`src/rtl/axi_cpu_master.sv`:
```
// axi_cpu_master: CPU-side AXI4 master bridge. One CPU request becomes one single-beat
// AXI read (AR->R) or write (AW->W->B). The CPU is stalled until completion. Only one
// transaction is outstanding at a time.
// Optional feature macro: AXI_MASTER_ERR_EN adds a sticky error flag (err) with a clear
// input (err_clr), set by a non-OKAY RRESP/BRESP.

`ifndef AXI_ID_BITS
`define AXI_ID_BITS 4
`endif

module axi_cpu_master #(
   parameter logic [`AXI_ID_BITS-1:0] MASTER_ID = '0
) (
   input  logic                    ACLK,
   input  logic                    ARESETn,
   // CPU side
   input  logic                    req,
   input  logic                    we,
   input  logic [31:0]             addr,
   input  logic [31:0]             wdata,
   input  logic [3:0]              wstrb,
   output logic                    stall,
   output logic [31:0]             rdata,
   output logic                    done,
`ifdef AXI_MASTER_ERR_EN
   output logic                    err,
   input  logic                    err_clr,
`endif
   // AXI read address channel
   output logic [`AXI_ID_BITS-1:0] ARID,
   output logic [31:0]             ARADDR,
   output logic [3:0]              ARLEN,
   output logic [2:0]              ARSIZE,
   output logic [1:0]              ARBURST,
   output logic                    ARVALID,
   input  logic                    ARREADY,
   // AXI read data channel
   input  logic [`AXI_ID_BITS-1:0] RID,
   input  logic [31:0]             RDATA,
   input  logic [1:0]              RRESP,
   input  logic                    RLAST,
   input  logic                    RVALID,
   output logic                    RREADY,
   // AXI write address channel
   output logic [`AXI_ID_BITS-1:0] AWID,
   output logic [31:0]             AWADDR,
   output logic [3:0]              AWLEN,
   output logic [2:0]              AWSIZE,
   output logic [1:0]              AWBURST,
   output logic                    AWVALID,
   input  logic                    AWREADY,
   // AXI write data channel
   output logic [31:0]             WDATA,
   output logic [3:0]              WSTRB,
   output logic                    WLAST,
   output logic                    WVALID,
   input  logic                    WREADY,
   // AXI write response channel
   input  logic [`AXI_ID_BITS-1:0] BID,
   input  logic [1:0]              BRESP,
   input  logic                    BVALID,
   output logic                    BREADY
);

   typedef enum logic [2:0] {
      ST_IDLE,
      ST_RADDR,
      ST_RDATA_W,
      ST_WADDR,
      ST_WDATA_W,
      ST_WRESP,
      ST_DONE
   } state_t;

   state_t      state;
   state_t      state_nxt;

   logic [31:0] lat_addr;
   logic [31:0] lat_wdata;
   logic [3:0]  lat_wstrb;

   logic        accept;
   logic        rd_end;
   logic        wr_end;

   // Handshakes that end a transaction, shared by the FSM and the error flag.
   assign accept = (state == ST_IDLE) && req;
   assign rd_end = (state == ST_RDATA_W) && RVALID && RLAST;
   assign wr_end = (state == ST_WRESP) && BVALID;

   // Burst shape is fixed: single 32-bit INCR beat, last beat whenever data is presented.
   assign ARID    = MASTER_ID;
   assign AWID    = MASTER_ID;
   assign ARLEN   = 4'd0;
   assign AWLEN   = 4'd0;
   assign ARSIZE  = 3'b010;
   assign AWSIZE  = 3'b010;
   assign ARBURST = 2'b01;
   assign AWBURST = 2'b01;
   assign ARADDR  = lat_addr;
   assign AWADDR  = lat_addr;
   assign WDATA   = lat_wdata;
   assign WSTRB   = lat_wstrb;
   assign WLAST   = WVALID;

   // State register; reset drops any in-flight access.
   always_ff @(posedge ACLK or negedge ARESETn) begin
      if (!ARESETn) state <= ST_IDLE;
      else          state <= state_nxt;
   end

   // Next-state and channel control decode.
   always_comb begin
      state_nxt = state;
      ARVALID   = 1'b0;
      RREADY    = 1'b0;
      AWVALID   = 1'b0;
      WVALID    = 1'b0;
      BREADY    = 1'b0;
      done      = 1'b0;
      stall     = 1'b1;
      case (state)
         ST_IDLE: begin
            stall = req;
            if (req) state_nxt = we ? ST_WADDR : ST_RADDR;
         end
         ST_RADDR: begin
            ARVALID = 1'b1;
            if (ARREADY) state_nxt = ST_RDATA_W;
         end
         ST_RDATA_W: begin
            RREADY = 1'b1;
            if (rd_end) state_nxt = ST_DONE;
         end
         ST_WADDR: begin
            AWVALID = 1'b1;
            if (AWREADY) state_nxt = ST_WDATA_W;
         end
         ST_WDATA_W: begin
            WVALID = 1'b1;
            if (WREADY) state_nxt = ST_WRESP;
         end
         ST_WRESP: begin
            BREADY = 1'b1;
            if (wr_end) state_nxt = ST_DONE;
         end
         ST_DONE: begin
            done      = 1'b1;
            stall     = 1'b0;
            state_nxt = ST_IDLE;
         end
         default: begin
            stall     = 1'b0;
            state_nxt = ST_IDLE;
         end
      endcase
   end

   // Request fields are captured only on acceptance, so they stay frozen while VALID is up.
   always_ff @(posedge ACLK or negedge ARESETn) begin
      if (!ARESETn) begin
         lat_addr  <= '0;
         lat_wdata <= '0;
         lat_wstrb <= '0;
      end else if (accept) begin
         lat_addr  <= addr;
         lat_wdata <= wdata;
         lat_wstrb <= wstrb;
      end
   end

   // Read data capture; any accepted beat updates rdata, the last one completes.
   always_ff @(posedge ACLK or negedge ARESETn) begin
      if (!ARESETn)                              rdata <= '0;
      else if ((state == ST_RDATA_W) && RVALID)  rdata <= RDATA;
   end

`ifdef AXI_MASTER_ERR_EN
   // Sticky error flag; a clear request takes priority over a new error.
   always_ff @(posedge ACLK or negedge ARESETn) begin
      if (!ARESETn)                                               err <= 1'b0;
      else if (err_clr)                                           err <= 1'b0;
      else if ((rd_end && RRESP != 2'b00) || (wr_end && BRESP != 2'b00)) err <= 1'b1;
   end

   logic unused_ids;
   assign unused_ids = ^{RID, BID};
`else
   logic unused_resp;
   assign unused_resp = ^{RID, BID, RRESP, BRESP};
`endif

endmodule

```
`config.mk`:
```
export PLATFORM = sky130hd
export DESIGN_NAME = axi_cpu_master
export DESIGN_NICKNAME = d
export VERILOG_FILES = /design/src/rtl/axi_cpu_master.sv
export SDC_FILE = /design/constraint.sdc
export NUM_CORES = 1
export LEC_CHECK = 0
export BUFFER_PORTS_ARGS = -buffer_cell sky130_fd_sc_hd__clkbuf_2
export CORE_AREA = 2 2 113 115
export CTS_CLUSTER_DIAMETER = 30
export DETAILED_ROUTE_END_ITERATION = 7
export DIE_AREA = 0 0 115 117
export PLACE_DENSITY_LB_ADDON = 0.1
export SLEW_MARGIN = 20
export SYNTH_ARGS = -nofsm -noshare
export SYNTH_HDL_FRONTEND = slang
export SYNTH_SLANG_ARGS = --single-unit
```
`constraint.sdc`:
```
create_clock -name ACLK -period 2.35 [get_ports ACLK]
set_clock_uncertainty 0.15 [all_clocks]
set_input_delay 0.235 -clock ACLK [delete_from_list [all_inputs] [get_ports ACLK]]
set_output_delay 0.235 -clock ACLK [all_outputs]
set_load 0.02 [all_outputs]
```
# After elaboration in Yosys (flattened, before gate mapping)
# Cells that the tools add are included.
# totals
regBits	103
out_inout_bits	166
# classes
n_eq_ne	12
n_mux	15
n_reduce_logical	7
# ops
cell	n
2-to-1 mux 3 bit	6
one-hot mux 3 bit (6 select lines)	1
inequality test 2 bit (second input constant)	6
== test 3 bit (second input constant)	3
== test 3 x 2 -> 1 bit (second input constant)	2
2-to-1 mux 1 bit	6
AND reduction 6 bit	1
OR reduction 5 bit	1
logical AND 1 bit	4
== test 3 x 1 -> 1 bit (second input constant)	1
logical NOT 3 bit	1
2-to-1 mux 2 bit	1
one-hot mux 1 bit (2 select lines)	1

# Longest topological paths before layout
# Gate-level depths: netlist of run 1.
# logic_depth
depth_word	5
mapped_depth	7
mapped_depth_nobuf	4

# Worst setup path before layout of run 1
# No wires, ideal clock.
# synth_timing
path_kind	register to register
start	register state[2]
end	register lat_addr[0], in the netlist ARADDR[0]
t_arrival_ns	1.485
slack_ns	0.590
stages_incl_launch_ff	8
path_buffers	4
synth_period_minus_slack_ns	1.760
cell_sequence	dfrtp_1 -> buf_6 -> nor2_4 -> and3_4 -> buf_6 -> buf_6 -> buf_12 -> mux2_4
# synth_between
elab_chain_len	2
# synth_rtl
element	line_no	rtl
start: declaration	75	state_t state;
start signal: assignment	109	else state <= state_nxt;
logical NOT 3 bit	87	assign accept = (state == ST_IDLE) && req;
logical AND 1 bit	87	
end signal: assignment	166	lat_addr <= addr;
end: declaration	78	logic [31:0] lat_addr;
# No other way between the ends.
# A chain may end at the register's enable or synchronous reset.

# Final worst setup path of run 1
# layout_timing
start	register state[0]
end	output port stall
# layout_between
elab_chain_len	3
# layout_rtl
element	line_no	rtl
== test 3 x 2 -> 1 bit, or another cell as far along	122	case (state)
OR reduction 5 bit (no line)	--	
one-hot mux 1 bit (2 select lines) *	122	
end: declaration	22	output logic stall,
# Mark *: on every way between the ends. The rest lies on a longest branch, timed or not.

==> results of run 1 <==
==> per-stage QoR <==
stage | setup WS (ns) | cell area (sq um)
5_1_grt | 0.305 | 6900
4_1_cts | 0.366 | 6900
2_1_floorplan | 0.590 | 4700
6_report | 0.403 | 6900
3_3_place_gp | 0.415 | 5640
3_5_place_dp | 0.411 | 5640
==> worst max-delay path by stage <==
stage	startpoint	endpoint	cells past startpoint
2_1_floorplan	state[2]	ARADDR[0]	7
3_3_place_gp	state[2]	ARADDR[13]	4
3_5_place_dp	state[2]	ARADDR[14]	4
4_1_cts	state[0]	stall	4
5_1_grt	state[0]	stall	4
6_report	state[0]	stall	4
==> logic make-up after synthesis <==
group / share of synthesized area (%)
compound gates: 1.30
fa+ha+maj: 0.543
buf+inv: 12.7
simple gates: 2.77
other cells: 0.163
mux: 26.5
flops: 56.0
==> synth_stat cells, drive strengths merged <==
| master | instances | area (sq um) |
|---|---|---|
| nand3 | 2 | 10.0 |
| o22ai | 1 | 6.26 |
| a31o | 1 | 8.76 |
| nand2b | 4 | 25.0 |
| ha | 2 | 25.0 |
| and3 | 3 | 23.8 |
| a21o | 1 | 7.51 |
| nor3b | 1 | 7.51 |
| clkbuf | 3 | 12.5 |
| dfrtp | 103 | 2580 |
| buf | 71 | 569 |
| nor4 | 1 | 6.26 |
| nand2 | 3 | 11.3 |
| o31a | 1 | 8.76 |
| nor2 | 5 | 26.3 |
| a211oi | 2 | 15.0 |
| nor3 | 1 | 5.00 |
| o21ai | 1 | 5.00 |
| conb | 2 | 7.51 |
| o41ai | 1 | 8.76 |
| nor2b | 1 | 6.26 |
| mux2i | 1 | 10.0 |
| mux2 | 101 | 1210 |
| inv | 1 | 3.75 |
| or3 | 1 | 6.26 |
==> cell type report <==
class / instances / share of cell area (%)
inverter: 1 / 0.0544
multi-input combinational: 160 / 22.2
clock buffer: 14 / 3.68
tap: 150 / 2.72
timing repair buffer: 356 / 33.9
clock inverter: 1 / 0.0725
sequential: 103 / 37.4
==> report_power, final <==
part           switching, mW  internal (mW)
combinational           2.78           2.10
sequential             0.567           2.69
clock                  0.594          0.741
total                   3.94           5.54
==> placed cells by master, fill, tap and decap left out <==
cell and instances:
mux2_2 80, dfrtp_1 103, nand2_1 3, ha_1 2, mux2_4 20, dlygate4sd3_1 100, clkbuf_8 1, a211oi_1 2
nor4_1 1, o31a_1 1, o41ai_1 1, o22ai_1 1, buf_4 5, conb_1 26, or3_1 1, nand2b_1 4
nor3b_1 1, inv_1 1, clkbuf_16 9, clkbuf_1 4, nand3_1 2, nor3_1 1, clkinv_2 1, mux2_1 1
and3_4 1, nor2_1 4, and3_1 2, clkbuf_2 248, buf_12 3, o21ai_0 1, nor2b_1 1, mux2i_1 1
nor2_4 1, a21o_1 1, a31o_2 1
==> flip-flops by register name, summed over array words and instances, names as in the netlist <==
register and count:
state 3, WDATA 32, rdata 32, ARADDR 32, WSTRB 4
==> per-layer routing <==
layer | up-vias | wire, um
met1 | 1652 | 4190
met2 | 155 | 5800
met5 | - | 0
met3 | 21 | 717
met4 | 0 | 289
li1 | 1621 | -
==> what timing repair did <==
action	4_1_cts	5_1_grt
setup endpoints to repair	0	0
hold buffers	100	0
hold endpoints to repair	139	0
==> critical path, cell delays in order (launching register included) <==
cell and delay [ns]:
dfrtp_1 0.41, buf_4 0.18, nor4_1 0.36, nor3b_1 0.10, clkbuf_2 0.17
==> run metrics, run 1 <==
status finished, final reports clean; Crit Path Category reg2out; Setup TNS 0 ns; Rel. slew slack 63.2%; global-route wire length before repair 16.9 mm; clk sink count 103; vias per cell 4.39; period utilization 82.8%; final cell count without fillers 785; htree depth 3; Slew Viols, Final 0; Synth Cell Area 4610 sq um; Remaining DRCs 0; total gr overflow 0; hold depth 2; Post-Route WL 11.0 mm; clock latency on the worst-skew pair 0.34 ns; maximum VDD drop 0.000611 V; Ports 288; crit path capture type output port; HP Class in2reg; fillcell total 1060; FF-to-FF path depth 4; final setup fails 0; Critical R2R Launch state[2]; CTS Buf Count 9; initial core utilization 37.4%; Post-CTS Setup Bufs 0; DR iter-0 viols 98; RSZ-0062 raised after global routing no; GRT Max-Usage Layer met2; Seq. cell area 2580 sq um; chip width 115 um; antenna viol nets, final 0; gr usage total 16.3%; Tot Pwr 9.48 mW; minimum clock period 1.95 ns; global routing usage on met1 18.0%; Syn-to-layout area delta 49.8%; Worst-path clk slew 0.06 ns; Mapped Cells 314; PortBufs 249; CTS tree yes; DP Cell Count 670; CTS resizes 0; vias 3449; fin nets 755; met2 Track Usage GR 29.0%; PD cells 1370 nW/um^2; worst min-delay path startpoint addr[10]; Mean Syn Cell Area 14.7 sq um; Worst Tran Pin Value 0.553 ns; met3 usage 5.36%; share of cells above drive strength 1 58.3%; CP required 1.97 ns; die area 13500 sq um; Die Y 117 um; RR Endpoint ARADDR[14]; Synth Register Bits 103; core area 12300 sq um; clk root buf clkbuf_16; vias in the first global route 3455; Wirelength per Cell 14.0 um; final core utilization 56.0%; largest net degree at the start of global routing 46; Unique masters post-synth 32; Yosys Warn Count 0; max_cap viols 0; startpoint types flop; DP Wirelength 7.61 mm; crit path max fanout 11; area of the multi-input gates 1530 sq um; row count 41; leakage 3.49 nW; worst path arrival time 1.56 ns; antenna violations before repair 0; Register-to-Register Setup Slack 0.42 ns; Max Fclk 514 MHz; Hold WS 0.0184 ns; CTS Buffer Depth 2; n_diodes 0; Final Hold Fails 0; Min-Delay Endpoint ARADDR[10]; sequential area share after synthesis 56.0%; TritonRoute pass-1 iters 4; GP Congestion 0.787
Note: power is estimated with default switching activity, not from simulation.
==> run 2: changes to the inputs <==
clock period = 1.8 ns   (was 2.35 ns; I/O delays follow)
==> run metrics, run 2 (same netlist as run 1, synthesis figures left out) <==
minimum clock period 1.78 ns; Die Y 117 um; period utilization 99.1%; HP Class in2reg; Critical R2R Launch state[2]; final setup fails 0; RR Endpoint ARADDR[19]; PortBufs 249; n_diodes 0; Ports 288; most frequent CP cell buf_4; CTS Buffer Depth 2; CTS tree yes; clk root buf clkbuf_16; clk sink count 103; RSZ-0062 raised after global routing yes; DP Cell Count 672; leakage 3.58 nW; clock latency on the worst-skew pair 0.33 ns; Slew Viols, Final 0; core area 12300 sq um; Setup TNS 0 ns; row count 41; worst path arrival time 1.45 ns; fin nets 760; Placed Instance Area 5680 sq um; chip width 115 um; Worst-path clk slew 0.06 ns; FF-to-FF path depth 5; Max Fclk 561 MHz; GP Congestion 0.774; hold depth 4; die area 13500 sq um; status finished, final reports clean; Max stage delay cell, worst path dfrtp_1; largest net degree at the start of global routing 50; vias in the first global route 3344; TritonRoute pass-1 iters 3; global-route wire length before repair 16.6 mm; gr usage total 15.9%; Critical Path Max Stage Delay 0.38 ns; Crit Path Category reg2out; most frequent cells in the layout 247 x clkbuf_2, 103 x dfrtp_1, 101 x dlygate4sd3_1, 75 x mux2_2, 26 x conb_1; post-route cell area 7090 sq um; htree depth 3; total gr overflow 0; maximum VDD drop 0.000829 V; antenna viol nets, final 0; initial core utilization 37.4%; DP Wirelength 7.60 mm; vias 3446; crit path capture type output port; CP required 1.47 ns; Remaining DRCs 0; CTS Buf Count 9; vias per cell 4.36; startpoint types flop; share of cells above drive strength 1 59.3%; most common cell after layout, fill and taps aside clkbuf_2; Min-Delay Endpoint state[0]; antenna violations before repair 0; DR iter-0 viols 132; crit-path cells buf_4, nor4_4, nor3b_2, buf_4; crit path max fanout 10; worst min-delay path startpoint BVALID; Register-to-Register Setup Slack 0.05 ns; Final Hold Fails 0; PD cells 1830 nW/um^2; final cell count without fillers 791; Syn-to-layout area delta 54.0%; max_cap viols 0; Wirelength per Cell 14.1 um; Post-Route WL 11.2 mm; Tot Pwr 13.0 mW
-- run 2: final cells by class --
| cell class | instances | area [sq um] |
|---|---|---|
| Fill cell | 1025 | 5220 |
| Sequential cell | 103 | 2580 |
| Timing Repair Buffer | 361 | 2420 |
| Multi-Input combinational cell | 160 | 1570 |
| Clock buffer | 12 | 256 |
| Tap cell | 150 | 188 |
| Clock inverter | 4 | 76.3 |
| Inverter | 1 | 3.75 |
-- run 2: how the worst max path moves through the flow --
stage / startpoint / depth (start not counted) / endpoint / slack (ns)
final: state[2] / 4 / stall / 0.02
after global routing: state[2] / 4 / stall / -0.03
after CTS: state[2] / 4 / stall / 0.004
after detailed placement: state[2] / 4 / ARADDR[31] / 0.14
after global placement: state[2] / 4 / ARADDR[19] / 0.16
after floorplan: state[2] / 7 / ARADDR[0] / 0.04
-- run 2: stage by stage --
step                setup slack [ns]  hold WS [ns]  util (%)
floorplan                     0.0396        -0.266         -
global placement               0.161       -0.0990      46.1
detailed placement             0.144       -0.0971      46.1
CTS                          0.00361       0.00813      57.4
global route                 -0.0334        0.0584      57.6
finish                        0.0165        0.0241      57.6
-- run 2: what timing repair did --
action / CTS / global route
endpoints found under the setup margin: 1 / 33
setup buffers: 2 / 0
cloned: 0 / 0
pin swaps: 1 / 1
hold endpoints to repair: 203 / 0
resized for setup: 5 / 7
hold buffers: 101 / 0
-- run 2: power by group --
group          internal (mW)  total, mW  switching (mW)
logic                   2.90       6.63            3.73
clock network           1.30       2.14           0.838
registers               3.51       4.21           0.700
-- run 2: layer usage --
metal	track usage, %	vias up	part of all wire, %
met5	0	-	0
met4	7.55	0	2.1
met3	2.68	17	5.8
met2	28.7	147	53
met1	18.6	1648	39
li1	-	1634	-
-- run 2: worst max-delay path: cells and delay by family, from the launching register on --
| family | cells | cell delay [ns] |
|---|---|---|
| flip-flops | 1 | 0.38 |
| AND/OR/NAND/NOR | 2 | 0.40 |
| buffers and inverters | 2 | 0.34 |
==> run 3: changes to the inputs <==
RECOVER_POWER = 100   (was unset)
==> run metrics, run 3 (same netlist as run 1, synthesis figures left out) <==
initial core utilization 37.4%; fin nets 760; final setup fails 0; Die Y 117 um; Max Fclk 561 MHz; CTS Buffer Depth 2; Setup TNS 0 ns; total gr overflow 0; startpoint types flop; largest net degree at the start of global routing 50; vias in the first global route 3344; Rel. slew slack 46.7%; share of cells above drive strength 1 35.4%; Critical Path Max Stage Delay 0.38 ns; area of the multi-input gates 1510 sq um; most frequent CP cell buf_4; chip width 115 um; HP Class in2reg; global-route wire length before repair 16.6 mm; share of power burned in registers 34.0%; antenna viol nets, final 0; crit path max fanout 10; most frequent cells in the layout 137 x clkbuf_1, 112 x clkbuf_2, 103 x dfrtp_1, 101 x dlygate4sd3_1, 75 x mux2_2; Wirelength per Cell 14.1 um; antenna violations before repair 0; core area 12300 sq um; max_cap viols 0; Seq. cell area 2580 sq um; clk sink count 103; CTS tree yes; PD cells 1810 nW/um^2; FF-to-FF path depth 5; crit-path cells buf_4, nor4_4, nor3b_2, buf_4; CTS Buf Count 9; Final WS setup 0.0186 ns; Hold WS 0.0253 ns; most common cell after layout, fill and taps aside clkbuf_1; fillcell total 1120; Slew Viols, Final 0; hold depth 4; clock share of power 17.3%; vias 3435; DR iter-0 viols 130; clock latency on the worst-skew pair 0.33 ns; Max stage delay cell, worst path dfrtp_1; CP required 1.47 ns; period utilization 99.0%; switching power 5.22 mW; clk root buf clkbuf_16; row count 41; Post-Route WL 11.2 mm; GP Congestion 0.774; Worst Tran Pin Value 0.800 ns; combinational fraction of design power 48.7%; Worst-path clk slew 0.06 ns; minimum clock period 1.78 ns; Internal Power 7.11 mW; Remaining DRCs 0; CP delay by family, top simple AND/OR/NAND/NOR gates; switching portion of total power 42.4%; Syn-to-layout area delta 48.2%; n_diodes 0; worst path arrival time 1.45 ns; pre-CTS setup slack 0.144 ns; die area 13500 sq um; PortBufs 249; TritonRoute pass-1 iters 3; maximum VDD drop 0.000826 V; Levels on crit path 4; Ports 288; Register-to-Register Setup Slack 0.05 ns; crit path buf inv count 2; leakage 3.11 nW; htree depth 3; crit path capture type output port; Crit Path Category reg2out; status finished, final reports clean; Final Hold Fails 0; RSZ-0062 raised after global routing yes; DP Wirelength 7.60 mm; gr usage total 15.9%; vias per cell 4.34
-- run 3: worst paths after layout --
kind,to,start
max,stall,state[2]
min,state[0],BVALID
max reg2reg,ARADDR[19],state[2]
min reg2reg,rdata[7],rdata[7]
max in group asynchronous,rdata[22],ARESETn
min in group asynchronous,ARADDR[2],ARESETn
-- run 3: cell type report --
class | instances | area share (%)
repair buffers | 361 | 32.5
multi-input cells | 160 | 22.1
inverters | 1 | 0.0550
well taps | 150 | 2.75
clock inverters | 4 | 1.12
clock buffers | 12 | 3.76
flip-flops and latches | 103 | 37.8
-- run 3: metal layers --
layer  global-route usage (%)  vias up  routed length (um)
met4                     7.55        0                 238
li1                         -     1641                   -
met5                        0        -                   0
met2                     28.7      147                5940
met3                     2.68       16                 656
met1                     18.6     1631                4340
-- run 3: repair_timing --
item / in CTS / in global routing
pin swaps: 1 / 1
setup endpoints to repair: 1 / 33
hold buffers: 101 / 0
hold endpoints to repair: 203 / 0
buffers inserted: 2 / 0
resized for setup: 5 / 7
cloned: 0 / 0
-- run 3: worst reg2reg max path, stage by stage (launching register included) --
cell     delay, ns
dfrtp_1       0.38
buf_4         0.14
nor2_4        0.12
and3_4        0.22
buf_12        0.24
mux2_2        0.39
-- run 3: stage by stage --
step                total power [mW]  instances  utilization, %  cell area (sq um)
global placement                10.5        672            46.1               5680
global route                    13.1        791            55.4               6830
CTS                             13.0        791            57.4               7070
floorplan                       8.98        338               -               4700
finish                          12.3        791            55.4               6830
detailed placement              10.6        672            46.1               5680
-- run 3: power by group through the flow --
stage	Combinational [mW]	Clock [mW]	Sequential (mW)
3_3_place_gp	6.33	0	4.19
5_1_grt	6.43	2.30	4.36
3_5_place_dp	6.33	0	4.26
4_1_cts	6.61	2.22	4.21
6_report	6.01	2.13	4.19
2_1_floorplan	3.35	0	5.62
